File: src/rtl/gate_net_sequencer_if.sv
// rtl/gate_net_sequencer_if.sv - signal bundle between the self-test sequencer and the gate network
//
// Purpose: carries the three network inputs driven by the sequencer and the two
//          network outputs it samples.
// Ports (modports):
//   master  - sequencer side: drives dut_a/dut_b/dut_c, reads dut_x/dut_y
//   slave   - network side:   reads dut_a/dut_b/dut_c, drives dut_x/dut_y
interface gate_net_sequencer_if;
    logic dut_a;
    logic dut_b;
    logic dut_c;
    logic dut_x;
    logic dut_y;

    modport master (
        output dut_a, dut_b, dut_c,
        input  dut_x, dut_y
    );

    modport slave (
        input  dut_a, dut_b, dut_c,
        output dut_x, dut_y
    );
endinterface

File: src/rtl/gate_net_sequencer.sv
// rtl/gate_net_sequencer.sv - self-test sequencer for the OR/NAND/XOR gate network
//
// Purpose: on start, sweeps all 8 {a,b,c} vectors into the gate network NUM_PASSES
//          times, holds each for SETTLE_CYCLES, samples {x,y} for one cycle and checks
//          it against a built-in golden table. Reports pass, a saturating mismatch
//          count and the first failing vector.
// Ports:
//   clk, rst        clock and synchronous active-high reset
//   start, abort    run control (start sampled only in IDLE; abort wins)
//   net             gate network bundle (master side)
//   busy            high while driving/sampling
//   done            one-cycle pulse on normal completion
//   pass            last completed run had zero mismatches
//   err_count       mismatches in the current/last run, saturating
//   fail_valid      a mismatch has been recorded this run
//   fail_vec        {a,b,c} of the first mismatch this run
module gate_net_sequencer #(
    parameter int SETTLE_CYCLES = 2,
    parameter int NUM_PASSES    = 1,
    parameter int ERR_W         = 4
) (
    input  logic                 clk,
    input  logic                 rst,
    input  logic                 start,
    input  logic                 abort,
    gate_net_sequencer_if.master net,
    output logic                 busy,
    output logic                 done,
    output logic                 pass,
    output logic [ERR_W-1:0]     err_count,
    output logic                 fail_valid,
    output logic [2:0]           fail_vec
);
    typedef enum logic [1:0] {
        IDLE   = 2'd0,
        DRIVE  = 2'd1,
        SAMPLE = 2'd2
    } state_t;

    // Golden responses, bit i is the expected output for vec {a,b,c} = i.
    localparam logic [7:0] GOLD_X = 8'hA9;
    localparam logic [7:0] GOLD_Y = 8'h3C;

    localparam logic [3:0] SETTLE_LAST = 4'(SETTLE_CYCLES - 1);
    localparam logic [7:0] PASS_LAST   = 8'(NUM_PASSES - 1);
    localparam logic [ERR_W-1:0] ERR_ONE = {{(ERR_W-1){1'b0}}, 1'b1};

    state_t           state_q;
    state_t           state_d;
    logic [3:0]       settle_cnt;
    logic [7:0]       pass_cnt;
    logic [2:0]       vec;
    logic [2:0]       drive_q;
    logic             accept;
    logic             sample_now;
    logic             finish;
    logic             mismatch;
    logic [ERR_W-1:0] err_inc;
    logic [ERR_W-1:0] err_final;

    assign net.dut_a = drive_q[2];
    assign net.dut_b = drive_q[1];
    assign net.dut_c = drive_q[0];
    assign busy      = (state_q != IDLE);

    always_comb begin
        state_d    = state_q;
        accept     = 1'b0;
        sample_now = 1'b0;
        finish     = 1'b0;
        mismatch   = (net.dut_x != GOLD_X[vec]) || (net.dut_y != GOLD_Y[vec]);
        err_inc    = (err_count == {ERR_W{1'b1}}) ? err_count : err_count + ERR_ONE;
        // pass on the final sample must include a mismatch found in that same cycle
        err_final  = mismatch ? err_inc : err_count;
        case (state_q)
            IDLE: begin
                if (start && !abort) begin
                    state_d = DRIVE;
                    accept  = 1'b1;
                end
            end
            DRIVE: begin
                if (abort) begin
                    state_d = IDLE;
                end else if (settle_cnt == SETTLE_LAST) begin
                    state_d = SAMPLE;
                end
            end
            SAMPLE: begin
                // an abort landing on the sample cycle discards that sample
                if (abort) begin
                    state_d = IDLE;
                end else begin
                    sample_now = 1'b1;
                    if (vec == 3'd7 && pass_cnt == PASS_LAST) begin
                        finish  = 1'b1;
                        state_d = IDLE;
                    end else begin
                        state_d = DRIVE;
                    end
                end
            end
            default: state_d = IDLE;
        endcase
    end

    always_ff @(posedge clk) begin
        if (rst) begin
            state_q    <= IDLE;
            settle_cnt <= 4'd0;
            pass_cnt   <= 8'd0;
            vec        <= 3'd0;
            drive_q    <= 3'd0;
            done       <= 1'b0;
            pass       <= 1'b0;
            err_count  <= '0;
            fail_valid <= 1'b0;
            fail_vec   <= 3'd0;
        end else begin
            state_q <= state_d;
            done    <= 1'b0;
            // counts cycles already spent in DRIVE; cleared on every entry
            settle_cnt <= (state_q == DRIVE && state_d == DRIVE) ? settle_cnt + 4'd1 : 4'd0;

            if (accept) begin
                vec        <= 3'd0;
                pass_cnt   <= 8'd0;
                err_count  <= '0;
                fail_valid <= 1'b0;
                fail_vec   <= 3'd0;
                pass       <= 1'b0;
                drive_q    <= 3'd0;
            end

            if (busy && abort) begin
                drive_q <= 3'd0;
                pass    <= 1'b0;
            end

            if (sample_now) begin
                if (mismatch) begin
                    err_count <= err_inc;
                    if (!fail_valid) begin
                        fail_vec   <= vec;
                        fail_valid <= 1'b1;
                    end
                end
                if (finish) begin
                    done    <= 1'b1;
                    pass    <= (err_final == '0);
                    drive_q <= 3'd0;
                    vec     <= 3'd0;
                end else begin
                    vec     <= vec + 3'd1;
                    drive_q <= vec + 3'd1;
                    if (vec == 3'd7) begin
                        pass_cnt <= pass_cnt + 8'd1;
                    end
                end
            end
        end
    end
endmodule

File: src/flat_wrapper.sv
// flat-port wrapper written by rule: the top's interface ports become plain ports
module gate_net_sequencer_flat 
#(
    parameter int SETTLE_CYCLES = 2,
    parameter int NUM_PASSES    = 1,
    parameter int ERR_W         = 4
)
  (clk, rst, start, abort, busy, done, pass, err_count, fail_valid, fail_vec, net_dut_a, net_dut_b, net_dut_c, net_dut_x, net_dut_y);
  gate_net_sequencer_if net_i ();
  input  logic clk;
  input  logic rst;
  input  logic start;
  input  logic abort;
  output logic busy;
  output logic done;
  output logic pass;
  output logic [ERR_W-1:0] err_count;
  output logic fail_valid;
  output logic [2:0] fail_vec;
  output wire logic [$bits(net_i.dut_a)-1:0] net_dut_a;
  output wire logic [$bits(net_i.dut_b)-1:0] net_dut_b;
  output wire logic [$bits(net_i.dut_c)-1:0] net_dut_c;
  input wire logic [$bits(net_i.dut_x)-1:0] net_dut_x;
  input wire logic [$bits(net_i.dut_y)-1:0] net_dut_y;
  assign net_dut_a = net_i.dut_a;
  assign net_dut_b = net_i.dut_b;
  assign net_dut_c = net_i.dut_c;
  assign net_i.dut_x = net_dut_x;
  assign net_i.dut_y = net_dut_y;
  gate_net_sequencer #(.SETTLE_CYCLES(SETTLE_CYCLES), .NUM_PASSES(NUM_PASSES), .ERR_W(ERR_W)) u_core (.clk(clk), .rst(rst), .start(start), .abort(abort), .net(net_i), .busy(busy), .done(done), .pass(pass), .err_count(err_count), .fail_valid(fail_valid), .fail_vec(fail_vec));
endmodule
File: config.mk
export PLATFORM = sky130hd
export DESIGN_NAME = gate_net_sequencer_flat
export DESIGN_NICKNAME = d
export VERILOG_FILES = /design/src/rtl/gate_net_sequencer_if.sv /design/src/rtl/gate_net_sequencer.sv /design/src/flat_wrapper.sv
export SDC_FILE = /design/constraint.sdc
export NUM_CORES = 1
export LEC_CHECK = 0
export ABC_CLOCK_PERIOD_IN_PS = 2200
export BUFFER_PORTS_ARGS = -buffer_cell sky130_fd_sc_hd__buf_2
export CAP_MARGIN = 0
export CORE_ASPECT_RATIO = 0.9
export CORE_MARGIN = 2
export CORE_UTILIZATION = 56
export CTS_CLUSTER_SIZE = 20
export DETAILED_ROUTE_END_ITERATION = 16
export PLACE_DENSITY_LB_ADDON = 0.08
export RECOVER_POWER = 25
export SETUP_SLACK_MARGIN = 0.02
export SLEW_MARGIN = 20
export SYNTH_ARGS = -nofsm -noshare
export SYNTH_HDL_FRONTEND = slang
export SYNTH_SLANG_ARGS = --single-unit
File: constraint.sdc
create_clock -name clk -period 2.2 [get_ports clk]
set_input_delay 0.22 -clock clk [delete_from_list [all_inputs] [get_ports clk]]
set_output_delay 0.22 -clock clk [all_outputs]
set_load 0.03 [all_outputs]
==> out/results.txt <==
Pwr dens: 562.3 nW/um^2
Detailed Route Iter0 Violations: 73
Drt total wl: 3490 um
CP Class: flip-flop to flip-flop
Final period util: 93.42%
Cts-stage hold buffer count: 0
Gpl congestion: 0.8451
Worst path arrival time: 2.32 ns
HP Start: rst
Post-CTS setup buffer count: 0
CP Capture Type: flip-flop
Seq pwr share: 59.1%
Largest net degree at the start of global routing: 25
Rel. slew slack: 70.37%
Final setup fails: 0
EDFF count, synth: 0
Peak supply drop: 380.7 uV
First-pass GRT wire length: 5513 um
Clk sinks: 32
IO Count: 20
Register area share after synthesis: 40.89%
CP max FO: 6
Psw: 0.2408 mW
Clk pwr share: 36.2%
Routed length per instance: 15.31 um
Total Routing Usage GR: 23.67%
Top_reg_cell synth: dfxtp_1
Worst path top cell family by delay: simple AND/OR/NAND/NOR gates
Worst-Skew Late Latency: 0.34 ns
Crit path from: u_core.vec[0]
Remaining Overflow, GRT: 0
Vias in the first global route: 1235
Hold Path Cell Cnt: 2
Worst R2R Start: u_core.vec[0]
Max Freq: 486.6 MHz
Maximum clock path buffer count: 2
CORE AREA: 2703 um^2
Mean area per synthesized cell: 9.003 um^2
PortBufs: 19
CP bufs+invs: 1
Register area: 640.6 um^2
Setup TNS: 0 ns
Initial Utilization: 57.96%
Initial antenna violation count: 0
Final ANT Viol Nets: 0
Synth-to-Final Area Change: 12.14%
Switching Share: 24.38%
Worst reg2reg setup slack: 0.14 ns
Worst Hold Class: primary input to flip-flop
Clk pin slew, worst setup/hold paths: 0.10 ns
Fin nets: 210
Final min period: 2.055 ns
Pre-CTS WS: 0.1843 ns
Cell leakage power: 0.6792 nW
Area of the multi-input gates: 898.4 um^2
Comb pwr share: 4.7%
Crit path launch type: flip-flop
Pint: 0.7470 mW
# fillers: 248
Outcome: finished, final reports clean
Crit Reg-Reg Endpoint: u_core.pass_cnt[5]
Tot Pwr: 0.9878 mW
Clock root cell: clkbuf_4
Yosys warns: 0
Setup ws final: 0.1448 ns
Post-detail-place hpwl: 2540 um
H-Tree Depth: 2
Worst path cell trace: ha_1 > ha_2 > and4bb_2 > o21ai_0 > buf_4 > or3_1 > a31oi_1
Num CTS Buffers: 5
Hold Vio Cnt, Final: 0
Share of post-route cells with drive strength above 1: 17.17%
FF+latch count, synth: 32
Measured slew at the worst slew-check pin: 0.4416 ns
Synth Cell Area: 1567 um^2
Cell row count: 18
Worst path max stage delay: 0.44 ns
Synth unique cells: 48
Fin cells: 228
DRC: 0
Final clock skew: 0.01039 ns
CTS tree: done
Net count after synthesis: 187
Ant. Diodes: 0
Sink of the worst hold path: u_core.fail_valid
Max cap viols: 0
Max-slew violations: 0
CP Data Required Time: 2.47 ns
Syn Inst Count: 174
DRT Pass-1 Iters: 7
WHS: 0.2958 ns
Die Wd: 59.75 um
Slowest cell on the critical path: dfxtp_1
Placed cell count: 220
Unrepaired setup endpoints after global routing: no
DIE HEIGHT: 54.18 um
Via Count: 1367
Vias/cell: 5.996
Die area: 3237 um^2
Reg2Reg Depth: 7
Ys async rst share: 0%
## Yosys cell counts, types with 3 or more instances
cell      number  share of area [%]
a21oi_1       16                5.1
dfxtp_1       32                 41
mux2i_1        3                1.9
inv_1          6                1.4
nand4_1        3                1.2
clkbuf_1       3               0.72
nand3b_1       4                1.9
o21ai_0        4                1.3
nand3_1       10                3.2
xor2_1         4                2.2
o211ai_1       6                2.9
ha_1           7                5.6
nor2_1        22                5.3
or3_1          5                2.0
o21ai_1        3               0.96
nand2_1       10                2.4
## worst register-to-register path, cell delays in order, from the launching register on
cell      delay [ns]
dfxtp_1         0.44
ha_1            0.22
ha_2            0.26
and4bb_2        0.28
o21ai_0         0.08
buf_4           0.16
or3_1           0.35
a31oi_1         0.19
## timing repair
item                                    in CTS  in global routing
resized for setup                            0                  2
endpoints found under the setup margin       0                  2
hold endpoints to repair                     0                  0
## metrics by stage
step | utilization [%] | area (um^2)
after global routing | 65.00 | 1757
final | 65.00 | 1757
after floorplan | - | 1567
after detailed placement | 62.55 | 1690
after CTS | 64.81 | 1752
after global placement | 62.55 | 1690
## routing by layer
layer,part of all wire [%],wire length (um),global-route usage [%]
met1,49,1706,31.52
met2,45,1568,34.06
met5,0,0,0
met3,5.3,186,9.375
met4,0.80,28,9.630
## logic make-up after synthesis
kind of cell	share of synthesized area [%]
mux	1.917
fa+ha+maj	5.591
simple gates	28.04
flops	40.89
compound gates	17.81
buf+inv	2.955
xor+xnor	2.795
## flip-flops by register name, summed over array words and instances, names as in the netlist, named ones only
register	count
u_core.vec	3
u_core.err_count	4
u_core.state_q	2
u_core.pass	1
u_core.fail_valid	1
u_core.settle_cnt	4
u_core.pass_cnt	8
u_core.fail_vec	3
u_core.drive_q	3
u_core.done	1
## area by class of cell
cell class              instances  share of cell area [%]
clock inverters                 2                  0.5698
multi-input cells             131                   51.14
well taps                      30                   2.137
repair buffers                 21                   5.484
clock buffers                   6                   2.920
flip-flops and latches         32                   36.47
inverters                       6                   1.282
## power by group through the flow
stage / sequential [mW] / combinational, mW / clock, mW
2_1_floorplan: 0.594 / 0.0343 / 0
3_3_place_gp: 0.597 / 0.0445 / 0
3_5_place_dp: 0.597 / 0.0459 / 0
4_1_cts: 0.584 / 0.0458 / 0.362
5_1_grt: 0.584 / 0.0505 / 0.389
6_report: 0.584 / 0.0464 / 0.358
## layout by cell type (no fill, tap or decap), drive strengths merged, types with 2 or more instances in the layout
cell,instances
and2,2
nand4,3
or4,2
clkbuf,17
and3,2
ha,7
or3b,2
dfxtp,32
o211ai,6
nand2b,2
buf,10
xor2,4
a21oi,18
nand2,10
nor3b,2
mux2i,3
inv,6
or3,5
nor2,22
nand3b,4
clkinv,2
o21ai,7
a31oi,2
o21a,2
nand3,10
and4b,2
## worst max path at each step
| stage | endpoint | slack, ns | depth (start not counted) |
|---|---|---|---|
| after global routing | u_core.pass_cnt[5] | 0.07 | 7 |
| after floorplan | flip-flop | 0.42 | 7 |
| after global placement | flip-flop | 0.35 | 7 |
| after detailed placement | flip-flop | 0.18 | 7 |
| after CTS | flip-flop | 0.16 | 7 |
| final | u_core.pass_cnt[5] | 0.14 | 7 |
Power figures use the tool's default switching activity.
